### src/rtl/mem_arbiter_pkg.sv
// Shared types and helpers for the mem_arbiter block.
//   arb_state_e : arbiter FSM state encoding (2 bits)
//   WidthW      : width of the byte-width field passed through to mem
//   wrap_inc    : increment an index modulo a count
package mem_arbiter_pkg;

    typedef enum logic [1:0] {
        StIdle  = 2'd0,
        StIssue = 2'd1,
        StResp  = 2'd2
    } arb_state_e;

    localparam int unsigned WidthW = 4;

    function automatic int unsigned wrap_inc(input int unsigned idx, input int unsigned n);
        return (idx + 1 >= n) ? 0 : idx + 1;
    endfunction

endpackage

### src/rtl/mem_arbiter_rr_pick.sv
// Combinational round-robin picker: selects the first asserted request at or after ptr,
// wrapping at NUM_REQ.
//   req   in  NUM_REQ  request vector
//   ptr   in  IDX_W    index that has first priority
//   gnt   out NUM_REQ  one-hot winner (0 if no request)
//   idx   out IDX_W    index of the winner
//   valid out 1        any request present
module mem_arbiter_rr_pick #(
    parameter int unsigned NUM_REQ = 2,
    parameter int unsigned IDX_W   = 1
) (
    input  logic [NUM_REQ-1:0] req,
    input  logic [IDX_W-1:0]   ptr,
    output logic [NUM_REQ-1:0] gnt,
    output logic [IDX_W-1:0]   idx,
    output logic               valid
);

    always_comb begin
        int unsigned k;
        gnt   = '0;
        idx   = '0;
        valid = 1'b0;
        k     = 0;
        for (int unsigned i = 0; i < NUM_REQ; i++) begin
            k = (32'(ptr) + i) % NUM_REQ;
            if (!valid && req[k]) begin
                valid  = 1'b1;
                gnt[k] = 1'b1;
                idx    = IDX_W'(k);
            end
        end
    end

endmodule

### src/rtl/mem_arbiter.sv
// Round-robin arbiter sharing one mem/sram port between NUM_REQ masters, one transaction
// at a time: IDLE (arbitrate) -> ISSUE (RD_LAT+1 cycles on mem) -> RESP (ack) -> IDLE.
// Optional feature: define MEM_ARB_LOCK_EN to add lock_i, letting the current owner keep
// the port across consecutive transactions.
// Ports:
//   clk, rst (sync, active-low)
//   req_i/req_we_i/req_addr_i/req_width_i/req_data_i : packed per-master requests
//   lock_i      : per-master lock request (MEM_ARB_LOCK_EN only)
//   gnt_o/ack_o : one-hot owner and one-cycle completion pulse
//   rdata_o     : read data, nonzero only with ack_o on a read
//   busy_o      : transaction in flight
//   mem_*       : port to mem; all zero outside ISSUE
module mem_arbiter
    import mem_arbiter_pkg::*;
#(
    parameter int unsigned NUM_REQ = 2,
    parameter int unsigned ADDR_W  = 32,
    parameter int unsigned DATA_W  = 32,
    parameter int unsigned RD_LAT  = 1
) (
    input  logic                        clk,
    input  logic                        rst,
    input  logic [NUM_REQ-1:0]          req_i,
    input  logic [NUM_REQ-1:0]          req_we_i,
    input  logic [NUM_REQ*ADDR_W-1:0]   req_addr_i,
    input  logic [NUM_REQ*WidthW-1:0]   req_width_i,
    input  logic [NUM_REQ*DATA_W-1:0]   req_data_i,
`ifdef MEM_ARB_LOCK_EN
    input  logic [NUM_REQ-1:0]          lock_i,
`endif
    output logic [NUM_REQ-1:0]          gnt_o,
    output logic [NUM_REQ-1:0]          ack_o,
    output logic [DATA_W-1:0]           rdata_o,
    output logic                        busy_o,
    output logic                        mem_ce_o,
    output logic                        mem_we_o,
    output logic [ADDR_W-1:0]           mem_addr_o,
    output logic [WidthW-1:0]           mem_width_o,
    output logic [DATA_W-1:0]           mem_data_o,
    input  logic [DATA_W-1:0]           mem_data_i
);

    localparam int unsigned IdxW    = (NUM_REQ > 1) ? $clog2(NUM_REQ) : 1;
    localparam logic [1:0]  LastCnt = 2'(RD_LAT);

    arb_state_e          state_q, state_d;
    logic [IdxW-1:0]     ptr_q, ptr_d, g_q, g_d, ptr_next;
    logic [1:0]          cnt_q, cnt_d;
    logic                we_q, we_d;
    logic [ADDR_W-1:0]   addr_q, addr_d;
    logic [WidthW-1:0]   width_q, width_d;
    logic [DATA_W-1:0]   wdata_q, wdata_d, rdata_q, rdata_d;
    logic [NUM_REQ-1:0]  gnt_q, gnt_d;
    logic                lock_q, lock_d, lock_take, lock_release;

    logic [NUM_REQ-1:0]  pick_req, pick_gnt;
    logic [IdxW-1:0]     pick_idx;
    logic                pick_valid;

`ifdef MEM_ARB_LOCK_EN
    assign lock_take    = lock_i[g_q];
    assign lock_release = lock_q && !lock_i[g_q];
`else
    assign lock_take    = 1'b0;
    assign lock_release = 1'b0;
`endif

    // While locked, ptr_q == g_q and gnt_q is the owner, so masking leaves only the owner.
    assign pick_req = lock_q ? (req_i & gnt_q) : req_i;
    assign ptr_next = IdxW'(wrap_inc(32'(g_q), NUM_REQ));

    mem_arbiter_rr_pick #(
        .NUM_REQ (NUM_REQ),
        .IDX_W   (IdxW)
    ) u_rr_pick (
        .req   (pick_req),
        .ptr   (ptr_q),
        .gnt   (pick_gnt),
        .idx   (pick_idx),
        .valid (pick_valid)
    );

    always_ff @(posedge clk) begin
        if (!rst) begin
            state_q <= StIdle;
            ptr_q   <= '0;
            g_q     <= '0;
            cnt_q   <= '0;
            we_q    <= 1'b0;
            addr_q  <= '0;
            width_q <= '0;
            wdata_q <= '0;
            rdata_q <= '0;
            gnt_q   <= '0;
            lock_q  <= 1'b0;
        end else begin
            state_q <= state_d;
            ptr_q   <= ptr_d;
            g_q     <= g_d;
            cnt_q   <= cnt_d;
            we_q    <= we_d;
            addr_q  <= addr_d;
            width_q <= width_d;
            wdata_q <= wdata_d;
            rdata_q <= rdata_d;
            gnt_q   <= gnt_d;
            lock_q  <= lock_d;
        end
    end

    always_comb begin
        state_d = state_q;
        ptr_d   = ptr_q;
        g_d     = g_q;
        cnt_d   = cnt_q;
        we_d    = we_q;
        addr_d  = addr_q;
        width_d = width_q;
        wdata_d = wdata_q;
        rdata_d = rdata_q;
        gnt_d   = gnt_q;
        lock_d  = lock_q;
        unique case (state_q)
            StIdle: begin
                if (lock_release) begin
                    lock_d = 1'b0;
                    ptr_d  = ptr_next;
                    gnt_d  = '0;
                end else if (pick_valid) begin
                    g_d     = pick_idx;
                    gnt_d   = pick_gnt;
                    we_d    = req_we_i[pick_idx];
                    addr_d  = req_addr_i[32'(pick_idx)*ADDR_W +: ADDR_W];
                    width_d = req_width_i[32'(pick_idx)*WidthW +: WidthW];
                    wdata_d = req_data_i[32'(pick_idx)*DATA_W +: DATA_W];
                    cnt_d   = '0;
                    state_d = StIssue;
                end
            end
            StIssue: begin
                if (cnt_q == LastCnt) begin
                    // Writes return zero so a write ack never carries stale read data.
                    rdata_d = we_q ? '0 : mem_data_i;
                    state_d = StResp;
                end else begin
                    cnt_d = cnt_q + 2'd1;
                end
            end
            StResp: begin
                state_d = StIdle;
                if (lock_take) begin
                    lock_d = 1'b1;
                    ptr_d  = g_q;
                end else begin
                    ptr_d = ptr_next;
                    gnt_d = '0;
                end
            end
            default: state_d = StIdle;
        endcase
    end

    logic issue, resp;
    assign issue = (state_q == StIssue);
    assign resp  = (state_q == StResp);

    assign gnt_o       = gnt_q;
    assign ack_o       = resp ? gnt_q : '0;
    assign rdata_o     = resp ? rdata_q : '0;
    assign busy_o      = issue || resp;
    assign mem_ce_o    = issue;
    assign mem_we_o    = issue && we_q;
    assign mem_addr_o  = issue ? addr_q : '0;
    assign mem_width_o = issue ? width_q : '0;
    assign mem_data_o  = issue ? wdata_q : '0;

endmodule

### config.mk
export PLATFORM = sky130hd
export DESIGN_NAME = mem_arbiter
export DESIGN_NICKNAME = d
export VERILOG_FILES = /design/src/rtl/mem_arbiter_pkg.sv /design/src/rtl/mem_arbiter_rr_pick.sv /design/src/rtl/mem_arbiter.sv
export SDC_FILE = /design/constraint.sdc
export NUM_CORES = 1
export LEC_CHECK = 0
export CAP_MARGIN = 20
export CORE_MARGIN = 5
export CORE_UTILIZATION = 25
export CTS_CLUSTER_SIZE = 25
export DETAILED_ROUTE_END_ITERATION = 16
export PLACE_DENSITY = 0.63
export SETUP_SLACK_MARGIN = 0.05
export SYNTH_ARGS = -nofsm -noshare
export SYNTH_HDL_FRONTEND = slang
export SYNTH_HIERARCHICAL = 1
export SYNTH_SLANG_ARGS = --single-unit
### constraint.sdc
create_clock -name clk -period 1.69 [get_ports clk]
set_input_delay 0.338 -clock clk [delete_from_list [all_inputs] [get_ports clk]]
set_output_delay 0.338 -clock clk [all_outputs]
set_load 0.01 [all_outputs]
==> flow_summary.ini <==
[placed_design]
dp_hpwl_mm = 14.2
gp_congestion = 0.765
placed_cell_area_um2 = 9030
dp_slack_ns = -0.287
portBuffers = 280

[clocking]
cts-root-buf = clkbuf_16
cts_max_level = 3
numCtsBuffers = 9
clkLatencyLatePin_ns = 0.36
cts.path.max_buffers = 2
cts.sinks = 109
cts_tree = built
clk_pin_slew_ns = 0.08

[power]
p_switching_mw = 3.15
internal_power_mw = 6.06
pwr-share-comb_pct = 42.4
p_leak_nw = 3.92
p_per_area_nw_per_um2 = 946
ir_drop_v = 0.000414
switching_share_pct = 34.2
clock_power_share_pct = 23.2
power_frac_seq_pct = 34.4

[synthesis]
synth-seq-area-share_pct = 38.7
yosysWarningCount = 6
async_flop_share_pct = 0
yosysTopAreaCell = dfxtp_1
syn_avg_cell_area_um2 = 9.13
ys.flop_type = dfxtp_1
synth.area.top_cells = dfxtp_1 39%, mux2i_1 13%, and2_1 12%
synth_area_um2 = 5650
syn_inst = 618
synth_edf_count = 0
synth_seq_cells = 109
yosysTopAreaCellShare_pct = 38.7
syn_nets = 799
yosysUniqueCellTypes = 27

[timing]
finalCritPeriodShare_pct = 110
clock_skew_ns = 0.0126
max_slew_margin_pct = 75.8
tightest_slew_ns = 0.362
slew_violations = 0
rsz0062_at_grt = true
fin_ws_ns = -0.164
hold_viol_final = 0
tns_ns = -12.64
max_freq_ghz = 0.539
fin_crit_ns = 1.85
finalSetupViolations = 99

[grt]
grt_max_degree = 55
grt_pass1_wl_mm = 30.1
grt_use_total_pct = 14.5
grt_pass1_vias = 5368
grt_antenna_before_repair = 0
global_route.overflow_total = 0

[drt]
post-route-drc-count = 0
drtPass1Iterations = 4
wl_per_cell_um = 17.1
routed_wl_mm = 20.5
routed_via_density = 4.63
antenna_left = 0
first_iter_violations = 175
num_vias = 5547

[finish]
multi_input_area_um2 = 3420
layout_common_cells = 172 x clkdlybuf4s50_1, 106 x dfxtp_1, 73 x nor2_1
layout_commonest_cell = clkdlybuf4s50_1
n_fill_cell = 2236
n_antenna_cell = 0
drive_gt1_share_pct = 32.5
nets = 1090
finalInstanceArea_um2 = 9740
area_growth_pct = 72.6
post-route-util_pct = 43.4
regArea_um2 = 2190

[floorplanning]
fp-row-count = 55
design.die.area_um2 = 25700
core_um2 = 22400
boundaryPins = 281
start_util_pct = 25.2
die_x_um = 160
die_h_um = 160

[status]
violations = setup timing
status = finished, violations left

[run]
maxCapViolations = 0

[setup_path]
worst-setup-path-type = reg -> out
start_kind = flop
crit_required_ns = 1.35
crit_path_max_fanout = 10
cp-end-kind = primary output
worstPathArrival_ns = 1.52

[hold_path]
hold_path_class = reg -> reg
-- routing by layer --
layer  routed length (um)  GRT usage [%]  vias to the layer above
met1                 8990           18.2                     2601
li1                     -              -                     2721
met3                 1540           4.41                       21
met2                 9620           23.9                      204
met4                  353           4.50                        0
met5                    0              0                        -
-- kinds of logic (layout without fill, tap and decap cells) --
logic type,Yosys count,count (layout),share of synthesized area [%]
DFF,109,109,38.7
muxes,74,74,13.1
AOI/OAI and AO/OA,111,111,16.0
and+or+nand+nor,250,250,24.3
adders and majority gates,7,7,1.55
buffers and inverters,67,362,6.38
-- critical path: stages, from the launching register on --
cell	delay, ns
dfxtp_2	0.35
inv_2	0.05
ha_4	0.18
buf_12	0.14
clkbuf_16	0.16
and2_4	0.15
buf_2	0.13
-- power groups by stage --
stage | Sequential [mW] | Clock (mW) | Combinational (mW)
finish | 3.17 | 2.14 | 3.90
global route | 3.22 | 2.31 | 4.21
CTS | 3.16 | 2.22 | 3.40
detailed placement | 3.22 | 0 | 3.26
global placement | 3.21 | 0 | 3.24
floorplan | 3.15 | 0 | 1.84
-- sequential cells by signal, summed over array words and instances, names as in the netlist --
register and cells:
g_q 1, state_q 2, ptr_q 1, we_q 1, gnt_o 2, wdata_q 32
addr_q 32, width_q 4, rdata_q 32, cnt_q 2
-- synth_stat cells (3+ instances only) --
cell type  number
inv_1           7
a21oi_1        34
mux2i_1        74
dfxtp_1       109
nand4b_1       32
nor2_1         73
clkbuf_1       24
a21boi_0        3
ha_1            7
nand2_1        35
buf_4           8
a211oi_1       40
and2_1        104
buf_6           6
a211oi_2       30
buf_2          18
-- worst paths after layout --
check	from	end	slack, ns	depth (start not counted)
hold reg to reg	rdata_q[5]$_SDFFE_PN0P_	rdata_q[5]$_SDFFE_PN0P_	0.45	2
hold / removal	rdata_q[5]$_SDFFE_PN0P_	rdata_q[5]$_SDFFE_PN0P_	0.45	2
setup reg to reg	state_q[0]$_SDFFE_PN0P_	wdata_q[25]$_SDFFE_PN0P_	0.09	7
setup / recovery	state_q[1]$_SDFFE_PN0P_	mem_addr_o[4]	-0.16	6
-- repair_timing --
| item | in CTS | in global routing |
|---|---|---|
| pin swaps | 5 | 2 |
| hold buffers | 0 | 0 |
| gates resized for setup | 495 | 84 |
| setup endpoints to repair | 117 | 137 |
| setup buffers | 5 | 3 |
| cloned | 1 | 7 |
| endpoints found under the hold margin | 0 | 0 |
-- layout make-up --
cell class | instances | share of cell area [%]
inverters | 8 | 0.334
repair buffers | 339 | 35.6
flip-flops and latches | 109 | 22.4
multi-input cells | 442 | 35.1
well taps | 285 | 3.66
clock inverters | 6 | 0.565
clock buffers | 9 | 2.31
-- through the flow --
| stage | std cells | total power [mW] | hold slack [ns] |
|---|---|---|---|
| finish | 1198 | 9.21 | 0.451 |
| global route | 1198 | 9.74 | 0.464 |
| global placement | 1167 | 6.45 | 0.434 |
| detailed placement | 1167 | 6.48 | 0.440 |
| floorplan | 618 | 4.99 | 0.427 |
| CTS | 1188 | 8.79 | 0.452 |
Power figures use the tool's default switching activity.
